[config.mk]
export PLATFORM = sky130hd
export DESIGN_NAME = trap_ctrl
export DESIGN_NICKNAME = d
export VERILOG_FILES = /design/src/rtl/trap_ctrl_pkg.sv /design/src/rtl/trap_irq_arb.sv /design/src/rtl/trap_ctrl.sv
export SDC_FILE = /design/constraint.sdc
export NUM_CORES = 1
export LEC_CHECK = 0
export ABC_AREA = 0
export BUFFER_PORTS_ARGS = -buffer_cell sky130_fd_sc_hd__buf_2
export CAP_MARGIN = 5
export CORE_UTILIZATION = 30
export DETAILED_ROUTE_END_ITERATION = 8
export HOLD_SLACK_MARGIN = 0.12
export PLACE_DENSITY = 0.56
export SYNTH_ARGS = -nofsm -noshare
export SYNTH_HDL_FRONTEND = slang
export SYNTH_SLANG_ARGS = --single-unit
[constraint.sdc]
create_clock -name clk -period 6 [get_ports clk]
set_clock_uncertainty 0.2 [all_clocks]
set_input_delay 1.8 -clock clk [delete_from_list [all_inputs] [get_ports clk]]
set_output_delay 1.8 -clock clk [all_outputs]
set_load 0.03 [all_outputs]
[src/rtl/trap_ctrl_pkg.sv]
// Shared constants for the machine-mode trap controller: CSR addresses,
// exception cause codes, mstatus bit positions and sequencer states.
package trap_ctrl_pkg;

  localparam logic [11:0] CsrMstatus = 12'h300;
  localparam logic [11:0] CsrMepc    = 12'h341;
  localparam logic [11:0] CsrMcause  = 12'h342;
  localparam logic [11:0] CsrMtval   = 12'h343;

  localparam int unsigned ExcIllegal    = 2;
  localparam int unsigned ExcBreakpoint = 3;
  localparam int unsigned ExcEcallM     = 11;

  localparam int unsigned MstatusMie   = 3;
  localparam int unsigned MstatusMpie  = 7;
  localparam int unsigned MstatusMppLo = 11;
  localparam int unsigned MstatusMppHi = 12;

  typedef enum logic [2:0] {
    StIdle,
    StWEpc,
    StWCause,
    StWTval,
    StWStat,
    StWRet
  } trap_state_e;

endpackage

[src/rtl/trap_irq_arb.sv]
// Fixed-priority interrupt encoder: the highest set request index wins.
module trap_irq_arb #(
  parameter int unsigned IRQ_W = 16,
  parameter int unsigned CodeW = 4
) (
  input  logic [IRQ_W-1:0] req_i,
  output logic             valid_o,
  output logic [CodeW-1:0] code_o
);

  always_comb begin
    valid_o = 1'b0;
    code_o  = '0;
    // Ascending scan so the last (highest) hit overrides lower ones.
    for (int k = 0; k < IRQ_W; k++) begin
      if (req_i[k]) begin
        valid_o = 1'b1;
        code_o  = CodeW'(k);
      end
    end
  end

endmodule

[src/rtl/trap_ctrl.sv]
// Machine-mode trap controller: arbitrates interrupts and system events, writes
// mepc/mcause/mtval/mstatus one per cycle, then flushes and redirects.
module trap_ctrl
  import trap_ctrl_pkg::*;
#(
  parameter int unsigned XLEN   = 32,
  parameter int unsigned IRQ_W  = 16,
  parameter int unsigned CSR_AW = 12
) (
  input  logic              clk,
  input  logic              rst_n,
  input  logic [IRQ_W-1:0]  irq_i,
  input  logic              id_valid_i,
  input  logic [XLEN-1:0]   id_pc_i,
  input  logic [31:0]       id_inst_i,
  input  logic              id_ecall_i,
  input  logic              id_ebreak_i,
  input  logic              id_illegal_i,
  input  logic              id_mret_i,
  input  logic              pipe_busy_i,
  input  logic [XLEN-1:0]   csr_mtvec_i,
  input  logic [XLEN-1:0]   csr_mepc_i,
  input  logic [XLEN-1:0]   csr_mstatus_i,
  input  logic [XLEN-1:0]   csr_mie_i,
  output logic              csr_we_o,
  output logic [CSR_AW-1:0] csr_waddr_o,
  output logic [XLEN-1:0]   csr_wdata_o,
  output logic              stallreq_o,
  output logic              flush_o,
  output logic              jump_req_o,
  output logic [XLEN-1:0]   jump_pc_o,
  output logic              trap_active_o
);

  localparam int unsigned CodeW = (IRQ_W > 1) ? $clog2(IRQ_W) : 1;

  trap_state_e state_q, state_d;
  logic [XLEN-1:0] epc_q, epc_d, cause_q, cause_d, tval_q, tval_d, target_q, target_d;

  logic [IRQ_W-1:0] irq_en;
  logic             irq_valid;
  logic [CodeW-1:0] irq_code;
  logic             trap_evt, accept;
  logic [XLEN-1:0]  mtvec_base, mstatus_trap, mstatus_ret;

  assign irq_en = irq_i & csr_mie_i[IRQ_W-1:0] & {IRQ_W{csr_mstatus_i[MstatusMie]}};

  trap_irq_arb #(
    .IRQ_W (IRQ_W),
    .CodeW (CodeW)
  ) u_irq_arb (
    .req_i   (irq_en),
    .valid_o (irq_valid),
    .code_o  (irq_code)
  );

  assign trap_evt   = irq_valid | id_illegal_i | id_ebreak_i | id_ecall_i;
  // Gated by rst_n so every output reads 0 while reset is held.
  assign accept     = rst_n & (state_q == StIdle) & id_valid_i & ~pipe_busy_i &
                      (trap_evt | id_mret_i);
  assign mtvec_base = {csr_mtvec_i[XLEN-1:2], 2'b00};

  always_comb begin
    epc_d    = epc_q;
    cause_d  = cause_q;
    tval_d   = tval_q;
    target_d = target_q;
    if (accept && trap_evt) begin
      epc_d    = id_pc_i;
      cause_d  = '0;
      tval_d   = '0;
      target_d = mtvec_base;
      if (irq_valid) begin
        cause_d[XLEN-1]    = 1'b1;
        cause_d[CodeW-1:0] = irq_code;
        if (csr_mtvec_i[1:0] == 2'b01) begin
          target_d = mtvec_base + (XLEN'(irq_code) << 2);
        end
      end else if (id_illegal_i) begin
        cause_d = XLEN'(ExcIllegal);
        tval_d  = XLEN'(id_inst_i);
      end else if (id_ebreak_i) begin
        cause_d = XLEN'(ExcBreakpoint);
        tval_d  = id_pc_i;
      end else begin
        cause_d = XLEN'(ExcEcallM);
        epc_d   = id_pc_i + XLEN'(4);
      end
    end
  end

  always_comb begin
    mstatus_trap                            = csr_mstatus_i;
    mstatus_trap[MstatusMpie]               = csr_mstatus_i[MstatusMie];
    mstatus_trap[MstatusMie]                = 1'b0;
    mstatus_trap[MstatusMppHi:MstatusMppLo] = 2'b11;
    mstatus_ret                             = csr_mstatus_i;
    mstatus_ret[MstatusMie]                 = csr_mstatus_i[MstatusMpie];
    mstatus_ret[MstatusMpie]                = 1'b1;
    mstatus_ret[MstatusMppHi:MstatusMppLo]  = 2'b11;
  end

  always_comb begin
    state_d     = state_q;
    csr_we_o    = 1'b0;
    csr_waddr_o = '0;
    csr_wdata_o = '0;
    jump_req_o  = 1'b0;
    jump_pc_o   = '0;
    flush_o     = 1'b0;
    unique case (state_q)
      StIdle: begin
        if (accept) state_d = trap_evt ? StWEpc : StWRet;
      end
      StWEpc: begin
        csr_we_o    = 1'b1;
        csr_waddr_o = CSR_AW'(CsrMepc);
        csr_wdata_o = epc_q;
        state_d     = StWCause;
      end
      StWCause: begin
        csr_we_o    = 1'b1;
        csr_waddr_o = CSR_AW'(CsrMcause);
        csr_wdata_o = cause_q;
        state_d     = StWTval;
      end
      StWTval: begin
        csr_we_o    = 1'b1;
        csr_waddr_o = CSR_AW'(CsrMtval);
        csr_wdata_o = tval_q;
        state_d     = StWStat;
      end
      StWStat: begin
        csr_we_o    = 1'b1;
        csr_waddr_o = CSR_AW'(CsrMstatus);
        csr_wdata_o = mstatus_trap;
        jump_req_o  = 1'b1;
        jump_pc_o   = target_q;
        flush_o     = 1'b1;
        state_d     = StIdle;
      end
      StWRet: begin
        csr_we_o    = 1'b1;
        csr_waddr_o = CSR_AW'(CsrMstatus);
        csr_wdata_o = mstatus_ret;
        jump_req_o  = 1'b1;
        jump_pc_o   = csr_mepc_i;
        flush_o     = 1'b1;
        state_d     = StIdle;
      end
      default: state_d = StIdle;
    endcase
  end

  assign trap_active_o = (state_q != StIdle);
  assign stallreq_o    = accept | trap_active_o;

  always_ff @(posedge clk or negedge rst_n) begin
    if (!rst_n) begin
      state_q  <= StIdle;
      epc_q    <= '0;
      cause_q  <= '0;
      tval_q   <= '0;
      target_q <= '0;
    end else begin
      state_q  <= state_d;
      epc_q    <= epc_d;
      cause_q  <= cause_d;
      tval_q   <= tval_d;
      target_q <= target_d;
    end
  end

endmodule

==> After elaboration in Yosys (flattened, before gate mapping) <==
Cells that the tools add are included.
{ "totals": {"register_bits": 131, "latch_bits": 0, "ramBits": 0, "rom_bits": 0, "inputBits": 216, "out_inout_bits": 81, "elab_cells": 83, "n_memories": 0} }
{ "classes": {"addsub": 2, "mul": 0, "n_div": 0, "order_cmp": 0, "n_eq_ne": 7, "n_shift": 0, "n_mux": 52, "bitwise": 12, "n_reduce_logical": 5} }
{ "ops": {"columns": ["operator", "n"], "rows": [
  ["2-to-1 mux 32 bit", 9],
  ["case mux 32 bit (5 select lines)", 1],
  ["case mux 32 bit (2 select lines)", 1],
  ["2-to-1 mux 4 bit", 10],
  ["case mux 10 bit (4 select lines)", 1],
  ["adder 32 x 3 -> 32 bit, second input constant", 1],
  ["adder 32 x 6 -> 32 bit", 1],
  ["AND 16 bit", 2],
  ["2-to-1 mux 27 bit", 1],
  ["2-to-1 mux 1 bit", 20],
  ["2-to-1 mux 3 bit", 6],
  ["case mux 3 bit (4 select lines)", 1],
  ["equality test 3 x 2 -> 1 bit, second input constant", 2],
  ["equality test 3 bit, second input constant", 2],
  ["bitwise OR 1 bit", 5],
  ["OR reduction 5 bit", 1],
  ["AND 1 bit", 4],
  ["2-to-1 mux 2 bit", 2],
  ["equality test 3 x 1 -> 1 bit, second input constant", 1],
  ["logical NOT 3 bit", 1],
  ["nonzero test 3 bit", 1],
  ["equality test 2 x 1 -> 1 bit, second input constant", 1],
  ["inequality test 2 bit, second input constant", 1],
  ["OR reduction 2 bit", 1],
  ["other kinds (2)", 2]
]} }

==> Depth between registers and ports, before layout <==
{ "depth": {"word_depth": 25, "depth_mapped": 16, "mapped_depth_nobuf": 15} }

==> By module <==
From an unflattened synthesis, not the netlist that was laid out.
{ "hier_totals": {"cells_unflattened": 944, "hier_area_um2": 7305.8} }
{ "modules_own_cells": {"columns": ["module", "n_inst", "cells_per_inst", "area_per_inst_um2", "seq_area_each_um2"], "rows": [
  ["trap_ctrl", 1, 915, 7144.4, 2552.4],
  ["trap_irq_arb", 1, 29, 161.4, 0.0]
]} }

==> Least setup slack after synthesis <==
No wires, ideal clock.
{ "synth_timing": {"kind": "input to output", "startpoint": "in irq_i[14]", "endpoint": "out stallreq_o", "arrival_time_ns": 3.849, "t_required_ns": 4.000, "path_slack_ns": 0.151, "path_stages": 10, "path_buffers": 5, "cell_sequence": "a22o_1 > o41a_1 > buf_6 > or3_4 > buf_6 > o21ai_2 > buf_4 > buf_6 > buf_6 > nand2_1"} }
{ "synth_via": {"elab_chain_len": 10} }
{ "synth_rtl": {"columns": ["item", "line", "rtl"], "rows": [
  ["start, declared", "trap_ctrl.sv:12", "input logic [IRQ_W-1:0] irq_i,"],
  ["AND 16 bit (2 in a row)", "trap_ctrl.sv:46", "assign irq_en = irq_i & csr_mie_i[IRQ_W-1:0] & {IRQ_W{csr_mstatus_i[MstatusMie]}};"],
  ["2-to-1 mux 1 bit (2 in a row)", "trap_irq_arb.sv:16", "if (req_i[k]) begin"],
  ["bitwise OR 1 bit (3 in a row)", "trap_ctrl.sv:57", "assign trap_evt = irq_valid | id_illegal_i | id_ebreak_i | id_ecall_i;"],
  ["bitwise OR 1 bit", "trap_ctrl.sv:60", "(trap_evt | id_mret_i);"],
  ["AND 1 bit", "trap_ctrl.sv:59", "assign accept = rst_n & (state_q == StIdle) & id_valid_i & ~pipe_busy_i &"],
  ["bitwise OR 1 bit", "trap_ctrl.sv:156", "assign stallreq_o = accept | trap_active_o;"],
  ["end, declared", "trap_ctrl.sv:28", "output logic stallreq_o,"]
]} }
No other way between the ends.

==> Worst setup path in the final report <==
{ "layout_timing": {"startpoint": "in irq_i[6]", "endpoint": "out stallreq_o"} }
{ "layout_via": {"elab_chain_len": 18} }
{ "layout_rtl": {"columns": ["item", "line"], "rows": [
  ["AND 16 bit (2 in a row)", "trap_ctrl.sv:46"],
  ["2-to-1 mux 1 bit (10 in a row)", "trap_irq_arb.sv:16"],
  ["bitwise OR 1 bit (3 in a row)", "trap_ctrl.sv:57"],
  ["bitwise OR 1 bit", "trap_ctrl.sv:60"],
  ["AND 1 bit", "trap_ctrl.sv:59"],
  ["bitwise OR 1 bit", "trap_ctrl.sv:156"]
]} }
No other way between the ends.

==> metrics <==
internal power=1.78 mW; routed vias=7474; Final setup viols=0; IR drop worst, VDD=0.000151 V; M1 GR Usage=0.248; antenna violations before repair=4; last weighted congestion value of the routability-driven placer=0.837; Post-Synthesis Cells=950; Final Hold Vio Count=0; Placed Cells=1489; Area Growth Syn to Fin=24.3%; CTS tree=built; sequential share of the synthesized area=0.344; pin count of the biggest net entering global routing=109; I/O Buffers=271; sequential share of power=0.367; Startpoint Class=input pin; synth unique cells=57; commonest non-fill, non-tap cell in the layout=buf_2; crit-path max FO=15; # rows=57; Final Util=0.379; die area=0.0254 mm²; Die Wd=159 µm; Setup Crit Path Kind=in2out; Synth Area per Inst=7.81 µm²; minimum clock period=5580 ps; # hold bufs at CTS=0; synth top area cells=dfrtp_1, nand2_1, mux2i_1, nor2_1, a21oi_1; Sw Ratio=0.427; drt drc=0; Final period util=0.930; pwr/cell area=338 mW/mm²; Non-Filler Instances=1507; RSZ-0062 raised after global routing=false; number of DRC markers after the initial detailed-route iteration=349; Post-Route WL=24400 µm; Syn. warnings=0; reg2reg setup slack=2310 ps; top cell type's share of synthesized area=0.344; worst setup margin=419 ps; total CTS buffers=9; Most Crowded Layer GR=met2; Post-CTS Resized=0; actual slew at the worst max-slew pin=1230 ps; final net count=1403; Pins Over Slew Limit=0; DR vias/cell=4.96; dpl ws=421 ps; Logic pwr share=0.439; cell area after synthesis=0.00742 mm²; cell accounting for the most synthesized area=dfrtp_1; Main synth FF type=dfrtp_1; leakage power total=4.27 nW; H-tree levels=3; clk sinks=102; Clock Power Share=0.194; Hold Path Class=reg2reg; Ports=297; hold slack=276 ps; post-DP HPWL=18400 µm; area of the core=0.0243 mm²; DR WL/cell=16.2 µm; Slew HR=0.175; total routing usage reported by global routing=0.193; GRT met3 Usage=0.0300; layout cells sized above 1=0.268; Die Height=159 µm; max-cap violations=0; Post-synth ARST share=1.00; grt total ovfl=0; CP required=4000 ps; clock transition at the registers of the reported paths=60 ps; Fmax achieved=0.179 GHz; commonest non-fill, non-tap cells in the layout=buf_2, nand2_1, nor2_1; outcome=complete, no violations; switching power total=1.33 mW; final antenna-violating net count=0; DRT Pass-1 Iters=5; Yosys reg bits=102; number of flops mapped to enable cells by yosys=0; total negative setup slack=0 ps; clk root buf=clkbuf_16; Worst-Skew Late Latency=340 ps; CP arrival=3580 ps; number of global-route vias before repair=7277; GR Util met2=0.326; Crit. End Element=output port; Post-CTS Setup Inserts=0; starting density of the core=0.305; clock tree buffer depth=2; first-pass GRT wire length=38600 µm
==> path summary, 6_finish.rpt <==
kind,from,endpoint,cells after the start
min in group asynchronous,rst_n,target_q[19],2
min reg2reg,tval_q[30],tval_q[30],2
max reg2reg,state_q[1],epc_q[24],8
min,tval_q[30],tval_q[30],2
max,irq_i[6],stallreq_o,7
max in group asynchronous,rst_n,state_q[0],3
==> power groups by stage <==
stage	Sequential (mW)	Clock [mW]	Combinational [mW]
global placement	1.15	0	1.36
detailed placement	1.16	0	1.38
CTS	1.15	0.626	1.39
global route	1.17	0.652	1.53
finish	1.14	0.605	1.37
floorplan	1.07	0	1.02
==> Yosys cell counts (12+ instances only) <==
cell type,instances
a22o_1,13
and3_1,12
o21ai_0,57
xor2_1,32
xnor2_1,22
mux2i_1,57
a21oi_1,62
o31ai_1,32
inv_1,15
dfrtp_1,102
nor2_1,134
nand4_1,31
nand2_1,162
nand3_1,31
nor3_1,13
clkbuf_1,40
==> final cells by class <==
type	instances	area, µm²
Sequential cell	102	2550
Fill cell	2622	15100
Clock inverter	6	70.1
Timing Repair Buffer	285	1460
Tap cell	324	405
Clock buffer	10	229
Multi-Input combinational cell	762	4430
Inverter	16	60.1
Antenna cell	2	5.00
==> cells by family after synthesis <==
family / count (synthesis) / share of synthesized area
AO/OA/AOI/OAI: 206 / 0.171
XOR/XNOR: 54 / 0.0638
adder cells (fa/ha/maj): 11 / 0.0196
buffers and inverters: 92 / 0.0636
flip-flops: 102 / 0.344
multiplexers: 58 / 0.0784
other: 1 / 0.000506
AND/OR/NAND/NOR: 426 / 0.259
==> state kept, by name (all words and copies together) (netlist names) <==
signal / count
state_q: 3
cause_q: 5
target_q: 30
epc_q: 32
tval_q: 32
==> per-layer routing <==
metal  share of wire  vias to the layer above
met1            0.45                     3478
met3           0.045                       30
met2            0.48                      201
met4           0.022                        2
met5         0.00053                        -
li1                -                     3763
==> stage by stage <==
stage | power (mW) | area [µm²]
after floorplan | 2.10 | 7440
after global placement | 2.51 | 8910
after detailed placement | 2.54 | 8910
after CTS | 3.16 | 9210
after global routing | 3.36 | 9220
final | 3.12 | 9220
==> critical path: stages <==
cell and delay, ps:
buf_2 100, a22o_1 250, o41a_1 530, or3_4 490
o21ai_4 160, nand2_1 60, buf_2 180
Power figures use the tool's default switching activity.
